`config.mk`:
```
export PLATFORM = sky130hd
export DESIGN_NAME = jtag_tap_param
export DESIGN_NICKNAME = d
export VERILOG_FILES = /design/src/rtl/jtag_tap_param.sv
export SDC_FILE = /design/constraint.sdc
export NUM_CORES = 1
export LEC_CHECK = 0
export ABC_AREA = 1
export CORE_MARGIN = 4
export CORE_UTILIZATION = 55
export CTS_CLUSTER_DIAMETER = 150
export CTS_CLUSTER_SIZE = 12
export DETAILED_ROUTE_END_ITERATION = 7
export GPL_TIMING_DRIVEN = 0
export HOLD_SLACK_MARGIN = 0.05
export PLACE_DENSITY = 0.86
export SETUP_SLACK_MARGIN = 0.15
export SLEW_MARGIN = 5
export SYNTH_ARGS = -nofsm -noshare
export SYNTH_HDL_FRONTEND = slang
export SYNTH_SLANG_ARGS = --single-unit
```
`constraint.sdc`:
```
create_clock -name tck -period 2 [get_ports tck]
set_clock_uncertainty 0.2 [all_clocks]
set_input_delay 0.3 -clock tck [delete_from_list [all_inputs] [get_ports tck]]
set_output_delay 0.3 -clock tck [all_outputs]
set_load 0.05 [all_outputs]
```
`src/rtl/jtag_tap_param.sv`:
```
// IEEE 1149.1-style TAP controller with a programmable IR, BYPASS, IDCODE and one user DR.
// Optional feature: define TAP_TRST_EN to add the trst_n port, which is ORed with rst.
module jtag_tap_param #(
  parameter int unsigned IR_WIDTH   = 4,
  parameter logic [31:0] IDCODE_VAL = 32'h1000_0001,
  parameter int unsigned USER_WIDTH = 8,
  parameter int unsigned IDCODE_OP  = 1,
  parameter int unsigned USER_OP    = 2
) (
  input  logic                  tck,
  input  logic                  rst,
`ifdef TAP_TRST_EN
  input  logic                  trst_n,
`endif
  input  logic                  tms,
  input  logic                  tdi,
  output logic                  tdo,
  output logic                  tdo_en,
  input  logic [USER_WIDTH-1:0] user_in,
  output logic [USER_WIDTH-1:0] user_out,
  output logic                  user_upd,
  output logic [3:0]            tap_state
);

  localparam logic [IR_WIDTH-1:0] IDCODE_IR  = IR_WIDTH'(IDCODE_OP);
  localparam logic [IR_WIDTH-1:0] USER_IR    = IR_WIDTH'(USER_OP);
  localparam logic [IR_WIDTH-1:0] IR_ONES    = {IR_WIDTH{1'b1}};
  localparam logic [IR_WIDTH-1:0] IR_CAPTURE = IR_WIDTH'(2'b01);

  if (IR_WIDTH < 2) begin : g_chk_ir_width
    $error("jtag_tap_param: IR_WIDTH must be at least 2");
  end
  if (USER_WIDTH < 1) begin : g_chk_user_width
    $error("jtag_tap_param: USER_WIDTH must be at least 1");
  end
  if (IDCODE_VAL[0] != 1'b1) begin : g_chk_idcode_lsb
    $error("jtag_tap_param: IDCODE_VAL bit 0 must be 1");
  end
  if ((USER_IR == IDCODE_IR) || (USER_IR == IR_ONES)) begin : g_chk_user_op
    $error("jtag_tap_param: USER_OP must differ from IDCODE_OP and from all-ones");
  end

  typedef enum logic [3:0] {
    TLR     = 4'd0,
    RTI     = 4'd1,
    SEL_DR  = 4'd2,
    CAP_DR  = 4'd3,
    SH_DR   = 4'd4,
    EX1_DR  = 4'd5,
    PAUSE_DR = 4'd6,
    EX2_DR  = 4'd7,
    UPD_DR  = 4'd8,
    SEL_IR  = 4'd9,
    CAP_IR  = 4'd10,
    SH_IR   = 4'd11,
    EX1_IR  = 4'd12,
    PAUSE_IR = 4'd13,
    EX2_IR  = 4'd14,
    UPD_IR  = 4'd15
  } tap_state_e;

  function automatic tap_state_e next_state(input tap_state_e s, input logic t);
    case (s)
      TLR:      return t ? TLR    : RTI;
      RTI:      return t ? SEL_DR : RTI;
      SEL_DR:   return t ? SEL_IR : CAP_DR;
      CAP_DR:   return t ? EX1_DR : SH_DR;
      SH_DR:    return t ? EX1_DR : SH_DR;
      EX1_DR:   return t ? UPD_DR : PAUSE_DR;
      PAUSE_DR: return t ? EX2_DR : PAUSE_DR;
      EX2_DR:   return t ? UPD_DR : SH_DR;
      UPD_DR:   return t ? SEL_DR : RTI;
      SEL_IR:   return t ? TLR    : CAP_IR;
      CAP_IR:   return t ? EX1_IR : SH_IR;
      SH_IR:    return t ? EX1_IR : SH_IR;
      EX1_IR:   return t ? UPD_IR : PAUSE_IR;
      PAUSE_IR: return t ? EX2_IR : PAUSE_IR;
      EX2_IR:   return t ? UPD_IR : SH_IR;
      UPD_IR:   return t ? SEL_DR : RTI;
      default:  return TLR;
    endcase
  endfunction

  // Right shift with the serial input entering the MSB; written to stay legal for width 1.
  function automatic logic [USER_WIDTH-1:0] shift_user(input logic [USER_WIDTH-1:0] v,
                                                       input logic b);
    logic [USER_WIDTH:0] ext;
    ext = {b, v};
    return ext[USER_WIDTH:1];
  endfunction

  tap_state_e            state_r;
  tap_state_e            state_nxt_s;
  logic [IR_WIDTH-1:0]   ir_r;
  logic [IR_WIDTH-1:0]   ir_sr_r;
  logic [31:0]           id_sr_r;
  logic [USER_WIDTH-1:0] user_sr_r;
  logic                  byp_r;
  logic [USER_WIDTH-1:0] user_out_r;
  logic                  user_upd_r;
  logic                  reset_s;
  logic                  sel_id_s;
  logic                  sel_user_s;
  logic                  tdo_s;

`ifdef TAP_TRST_EN
  assign reset_s = rst | ~trst_n;
`else
  assign reset_s = rst;
`endif

  assign state_nxt_s = next_state(state_r, tms);
  assign sel_id_s    = (ir_r == IDCODE_IR);
  assign sel_user_s  = (ir_r == USER_IR);

  // Serial output mux: LSB of whichever register is currently shifting.
  always_comb begin
    tdo_s = 1'b0;
    if (state_r == SH_IR) begin
      tdo_s = ir_sr_r[0];
    end else if (state_r == SH_DR) begin
      if (sel_id_s) begin
        tdo_s = id_sr_r[0];
      end else if (sel_user_s) begin
        tdo_s = user_sr_r[0];
      end else begin
        tdo_s = byp_r;
      end
    end else begin
      tdo_s = 1'b0;
    end
  end

  // TAP state machine with capture/shift/update actions keyed on the current state.
  always_ff @(posedge tck) begin
    if (reset_s) begin
      state_r    <= TLR;
      ir_r       <= IDCODE_IR;
      ir_sr_r    <= '0;
      id_sr_r    <= 32'h0000_0000;
      user_sr_r  <= '0;
      byp_r      <= 1'b0;
      user_out_r <= '0;
      user_upd_r <= 1'b0;
    end else begin
      state_r    <= state_nxt_s;
      user_upd_r <= 1'b0;
      case (state_r)
        CAP_IR: ir_sr_r <= IR_CAPTURE;
        SH_IR:  ir_sr_r <= {tdi, ir_sr_r[IR_WIDTH-1:1]};
        UPD_IR: ir_r    <= ir_sr_r;
        CAP_DR: begin
          if (sel_id_s) begin
            id_sr_r <= IDCODE_VAL;
          end else if (sel_user_s) begin
            user_sr_r <= user_in;
          end else begin
            byp_r <= 1'b0;
          end
        end
        SH_DR: begin
          if (sel_id_s) begin
            id_sr_r <= {tdi, id_sr_r[31:1]};
          end else if (sel_user_s) begin
            user_sr_r <= shift_user(user_sr_r, tdi);
          end else begin
            byp_r <= tdi;
          end
        end
        UPD_DR: begin
          if (sel_user_s) begin
            user_out_r <= user_sr_r;
            user_upd_r <= 1'b1;
          end else begin
            user_upd_r <= 1'b0;
          end
        end
        default: begin
        end
      endcase
      // Test-Logic-Reset always leaves IDCODE selected, however it was reached.
      if (state_nxt_s == TLR) begin
        ir_r <= IDCODE_IR;
      end else begin
      end
    end
  end

  assign tdo       = tdo_s;
  assign tdo_en    = (state_r == SH_IR) || (state_r == SH_DR);
  assign user_out  = user_out_r;
  assign user_upd  = user_upd_r;
  assign tap_state = state_r;

endmodule
```
==> results of run 1 <==
==> per-stage QoR <==
step	area [um2]	power, mW	setup slack [ns]	hold WS [ns]	utilization [%]
after detailed placement	2920	1.44	-0.532	0.254	65.8
after floorplan	2600	1.38	0.221	0.235	-
after global routing	3230	2.52	-0.180	0.278	72.7
after global placement	2920	1.43	-0.511	0.248	65.8
after CTS	3190	2.43	-0.133	0.262	71.7
final	3230	2.42	-0.108	0.261	72.7
==> kinds of logic after synthesis <==
| family | count (synthesis) |
|---|---|
| buffers and inverters | 46 |
| DFF | 62 |
| AOI/OAI and AO/OA | 70 |
| and+or+nand+nor | 184 |
==> cell usage in the layout, fill, tap and decap left out, types with 4 or more instances in the layout <==
| cell | instances |
|---|---|
| a21oi_1 | 37 |
| nand2_2 | 6 |
| a31oi_1 | 8 |
| nand3_1 | 12 |
| inv_2 | 7 |
| dfxtp_4 | 4 |
| clkbuf_8 | 12 |
| clkdlybuf4s50_1 | 11 |
| inv_1 | 22 |
| nor2_4 | 5 |
| buf_2 | 6 |
| dlygate4sd2_1 | 12 |
| dfxtp_1 | 56 |
| o21ai_0 | 17 |
| nor2_1 | 26 |
| nand2_1 | 127 |
| buf_4 | 9 |
| clkbuf_1 | 5 |
==> state kept, by name, indices dropped and copies added (netlist names) <==
signal and count:
user_upd 1, user_out 8, id_sr_r 32, byp_r 1, user_sr_r 8, ir_sr_r 4
ir_r 4, tap_state 4
==> layer usage <==
layer  global-route usage (%)  part of all wire [%]
met4                     9.78                   1.8
met3                     5.67                   4.1
met2                     34.1                    48
met1                     24.7                    46
met5                        0                     0
==> layout make-up <==
cell class	count	area [um2]	share of cell area, %
buffer	14	80.1	2.48
clock buffer	13	169	5.23
clock inverter	3	16.3	0.503
inverter	32	134	4.14
multi-input combinational	254	1190	36.9
sequential	62	1260	38.9
tap	52	65.1	2.01
timing repair buffer	35	315	9.76
==> where the power goes <==
group	internal, mW	switching [mW]
combinational	0.0607	0.105
sequential	1.24	0.0125
clock	0.548	0.457
==> critical path, stage by stage, from the launching register on <==
cell and delay (ns):
dfxtp_1 0.42, nand4_1 0.17, buf_4 0.19, nand3_2 0.07, o211ai_1 0.16, o21ai_4 0.10, buf_6 0.17
==> worst min-delay path by stage <==
stage,to,cells past startpoint
final,id_sr_r[8],2
after global routing,id_sr_r[3],2
after CTS,id_sr_r[22],2
after detailed placement,id_sr_r[22],2
after global placement,id_sr_r[23],2
after floorplan,user_out[0],2
==> what timing repair did <==
action / CTS / global route
endpoints found under the setup margin: 15 / 26
setup buffers: 6 / 3
gates resized for setup: 42 / 10
pin swaps: 5 / 7
==> summary.md, run 1 <==
| Metric | Value |
|---|---|
| DP Cell Count | 440 |
| Synthesized Nets | around 370 |
| HPWL after detailed placement | 3930 um |
| Critical Path Sink | tdo |
| Gpl congestion | about 0.94 |
| Clk Latency, worst-skew pair | about 0.34 ns |
| Fin crit period | 2.11 ns |
| TritonRoute pass-1 iters | 4 |
| Leakage Power | between 1 and 1.5 nW |
| R2r worst-path depth | 10 |
| Post-route ant nets | 0 |
| Post-synthesis xor/xnor area fraction | 0% |
| Slew HR | around two thirds |
| Initial Util | around 58% |
| Row cnt | 24 |
| # Max-Cap Violations | 0 |
| Post-synth EDFFs | 0 |
| Crit share post-route | 105% |
| DR vias/cell | 5.25 |
| Failing checks | negative setup slack |
| Synthesis-stage register bit count | between 60 and 70 |
| Post-Layout Cell Count | 465 |
| CTS Sinks | 62 |
| CTS Hold Bufs | 0 |
| CP max FO | 3 |
| Largest net degree at the start of global routing | 11 |
| Final worst setup slack | -0.108 ns |
| Synth top area cells | dfxtp_1 48%, nand2_1 19%, a21oi_1 7.2% |
| Simple-Gate Fraction of Synth Area | 29.4% |
| Post-synthesis sequential area ratio | roughly 48% |
| First-pass GRT wire length | 9710 um |
| Area leader, netlist | dfxtp_1 |
| Grt ovf | 0 |
| Worst setup SP type | flip-flop |
| Hold crit path type | reg -> reg |
| Deepest clock path buffer count | 2 |
| Final Max Slew Viols | 0 |
| Unrepaired setup endpoints after global routing | true |
| Die Footprint | 5830 um2 |
| Wire per inst | 12.4 um |
| Post-synth top cells | 130 x nand2_1, 62 x dfxtp_1, 37 x a21oi_1 |
| F_max | ~470 MHz |
| Die H | between 70 and 80 um |
| Synth Area in Adders | 0% |
| Layout cells sized above 1 | between 10% and 20% |
| Worst setup EP type | output port |
| TNS Setup | -0.108 ns |
| WP data arrival | 1.61 ns |
| Antenna violations before repair | 0 |
| Routed WL | about 5800 um |
| Unique masters post-synth | 27 |
| Worst-path clk slew | ~0.060 ns |
| CTS buffer count | 9 |
| Critical R2R Capture | ir_r[3] |
| Root buffer cell | clkbuf_8 |
| Main combinational cell family by area after synthesis | simple AND/OR/NAND/NOR gates |
| Ports | 27 |
| # nets final | 420 |
| IO buf count | 26 |
| Total GRT Usage | slightly above 20% |
| Status | finished with violations |
| Synthesized area | roughly 2600 um2 |
| Async set-reset flop share out of synthesis | 0% |
| DR iter-0 viols | 152 |
| Post-synth top area share | just under 50% |
| Syn. warnings | 0 |
| VDD IR max | 0.714 mV |
| CTS H-Tree Depth | 3 |
| Critical Path RT | around 1.5 ns |
| Synthesized instance count | between 300 and 400 |
| Synth Area in Compound Gates | ~15% |
| Syn-to-layout area delta | 25.8% |
| Final hold vios | 0 |
| Most common flop cell mapped by yosys | dfxtp_1 |
| Total number of vias | 2442 |
| R2R Setup Slk | 0.28 ns |
| Vias in the first global route | between 2000 and 2500 |
| Die Wd | 76.4 um |
| Pwr Density | around 750 nW/um2 |
| Slew @ Worst Pin | roughly 0.51 ns |
| Hold path start | id_sr_r[8] |
| Most common cell in the synthesized netlist | nand2_1 |
| Crit. Startpoint | ir_r[0] |
| Avg Inst Size Synth | roughly 7.1 um2 |
| Portion of netlist area occupied by mux cells | 0% |
| CTS tree | done |
| Core outline area | around 4400 um2 |
| R2r startpoint | tap_state[1] |
| Antenna Diode Count | 0 |
| Critical path class | reg -> out |
| Setup-failing EPs final | 1 |
| DRC | 0 |
| Filler Cells Inserted | 354 |
(Power assumes the default switching activity.)
==> run 2, diff against run 1 <==
Settings changed: TNS_END_PERCENT set to 20.
==> summary.md, run 2 (same netlist as run 1, synthesis figures left out) <==
| Metric | Value |
|---|---|
| Status | finished with violations |
| Failing checks | negative setup slack |
| CTS tree | done |
| Int Power | about 1.8 mW |
| Tot Pwr | between 2 and 2.5 mW |
| Slew @ Worst Pin | 0.509 ns |
| Fin util | around 72% |
| CTS buffer count | 9 |
| TNS Setup | -0.109 ns |
| Vias in the first global route | around 2300 |
| Routed WL | ~5800 um |
| Critical R2R Capture | id_sr_r[5] |
| Grt ovf | 0 |
| Final hold vios | 0 |
| Hold depth | 3 |
| Row cnt | 24 |
| Hold crit path type | in -> reg |
| CTS Sinks | 62 |
| DR vias/cell | 5.22 |
| Layout cells sized above 1 | ~16% |
| Most frequent cells in the layout | 128 x nand2_1, 56 x dfxtp_1, 37 x a21oi_1 |
| Die Wd | approximately 76 um |
| Slew HR | approximately two thirds |
| Root buffer cell | clkbuf_8 |
| WP data arrival | 1.61 ns |
| Initial Util | about 58% |
| # Max-Cap Violations | 0 |
| Crit share post-route | 105% |
| Unrepaired setup endpoints after global routing | true |
| Setup-failing EPs final | 1 |
| Post-route ant nets | 0 |
| Gpl congestion | ~0.94 |
| Antenna violations before repair | 0 |
| R2R Setup Slk | between 0.2 and 0.3 ns |
| Worst setup EP type | output port |
| Hold endpoint | tap_state[3] |
| CTS Hold Bufs | 0 |
| Die H | between 70 and 80 um |
| Worst-path cell chain | nand4_1 > buf_4 > nand3_2 > o211ai_1 > o21ai_4 > buf_6 |
| R2r startpoint | tap_state[2] |
| R2r worst-path depth | 8 |
| Max reg flops | 32 |
| # nets final | roughly 420 |
| Final Max Slew Viols | 0 |
| Flop pwr share | between 50% and 60% |
| VDD IR max | between 0.7 and 0.8 mV |
| DRC | 0 |
| Largest net degree at the start of global routing | 11 |
| HPWL after detailed placement | 3930 um |
| Sw frac | a little under a quarter |
| Logic gate share of total power | under 10% |
| Core outline area | 4440 um2 |
| Worst-path clk slew | 0.07 ns |
| Pwr Density | around 750 nW/um2 |
| Clock group share of total power | around two fifths |
| Hold path start | tms |
| CP max FO | 3 |
| Ports | 27 |
| First-pass GRT wire length | roughly 9700 um |
| DR iter-0 viols | 132 |
| IO buf count | 26 |
| Critical Path RT | 1.50 ns |
| Critical path class | reg -> out |
| TritonRoute pass-1 iters | 4 |
| Antenna Diode Count | 0 |
| Worst path slowest cell | dfxtp_1 |
| Worst setup SP type | flip-flop |
| Leakage Power | approximately 1.4 nW |
| Clk Latency, worst-skew pair | between 0.3 and 0.4 ns |
| Wire per inst | between 10 and 15 um |
| Crit path largest cell delay | ~0.42 ns |
| Die Footprint | roughly 6000 um2 |
| Syn-to-layout area delta | 24.8% |
| Largest register by flop count | id_sr_r |
| CTS H-Tree Depth | 3 |
| Fin crit period | 2.11 ns |
| Total number of vias | about 2400 |
| Most common cell after layout, fill and taps aside | nand2_1 |
| F_max | 474 MHz |
| Final worst setup slack | -0.109 ns |
| Total GRT Usage | approximately a fifth |
| NetSw | about 570 uW |
| Deepest clock path buffer count | 2 |
[run 2: changes by cell type in the layout (fill, tap and decap cells not counted), sizes merged]
cell	previous run	this run
dlygate4sd2	12	13
clkdlybuf4s50	11	10
buf	20	18
clkdlybuf4s15	1	0
dlymetal6s2s	0	1
[run 2: area by class of cell]
| type | instances | area (um2) |
|---|---|---|
| Tap cell | 52 | 65.1 |
| Multi-Input combinational cell | 254 | 1180 |
| Buffer | 14 | 80.1 |
| Inverter | 32 | 134 |
| Clock buffer | 13 | 169 |
| Timing Repair Buffer | 33 | 302 |
| Sequential cell | 62 | 1260 |
| Clock inverter | 3 | 16.3 |
| Fill cell | 356 | 1240 |
[run 2: worst max path at each step]
stage,from,endpoint,slack [ns],cells after the start
after floorplan,tap_state[2],tdo,0.22,7
after global placement,tap_state[1],tdo,-0.51,7
after detailed placement,tap_state[1],tdo,-0.53,7
after CTS,ir_r[2],tdo,-0.13,9
after global routing,ir_r[3],tdo,-0.18,9
final,ir_r[0],tdo,-0.11,6
[run 2: power groups by stage]
| stage | Combinational (mW) | Sequential, mW | Clock, mW |
|---|---|---|---|
| floorplan | 0.0855 | 1.29 | 0 |
| global placement | 0.157 | 1.28 | 0 |
| detailed placement | 0.158 | 1.28 | 0 |
| CTS | 0.161 | 1.25 | 1.02 |
| global route | 0.179 | 1.25 | 1.09 |
| finish | 0.163 | 1.25 | 1.00 |
[run 2: layer usage]
layer	track usage (%)	up-vias	part of all wire (%)
li1	-	1245	-
met1	24.7	1108	46
met2	34.1	55	47
met3	5.67	8	5.3
met4	9.78	0	1.8
met5	0	-	0
[run 2: repair_timing]
item / CTS / global route
gates resized for setup: 42 / 7
gates cloned: 0 / 0
setup buffers: 6 / 1
pin swaps: 5 / 3
endpoints found under the setup margin: 15 / 26
[run 2: through the flow]
step | hold WS, ns | instance area [um2] | std cells | worst slack [ns]
after floorplan | 0.235 | 2600 | 362 | 0.221
after global placement | 0.248 | 2920 | 440 | -0.511
after detailed placement | 0.254 | 2920 | 440 | -0.532
after CTS | 0.262 | 3190 | 462 | -0.133
after global routing | 0.169 | 3210 | 463 | -0.180
final | 0.144 | 3210 | 463 | -0.109
[run 2: worst max-delay path: cells and delay by family (launching register included)]
| family | cells | cell delay, ns |
|---|---|---|
| simple gates | 2 | 0.24 |
| buf+inv | 2 | 0.36 |
| compound gates | 2 | 0.26 |
| flops | 1 | 0.42 |
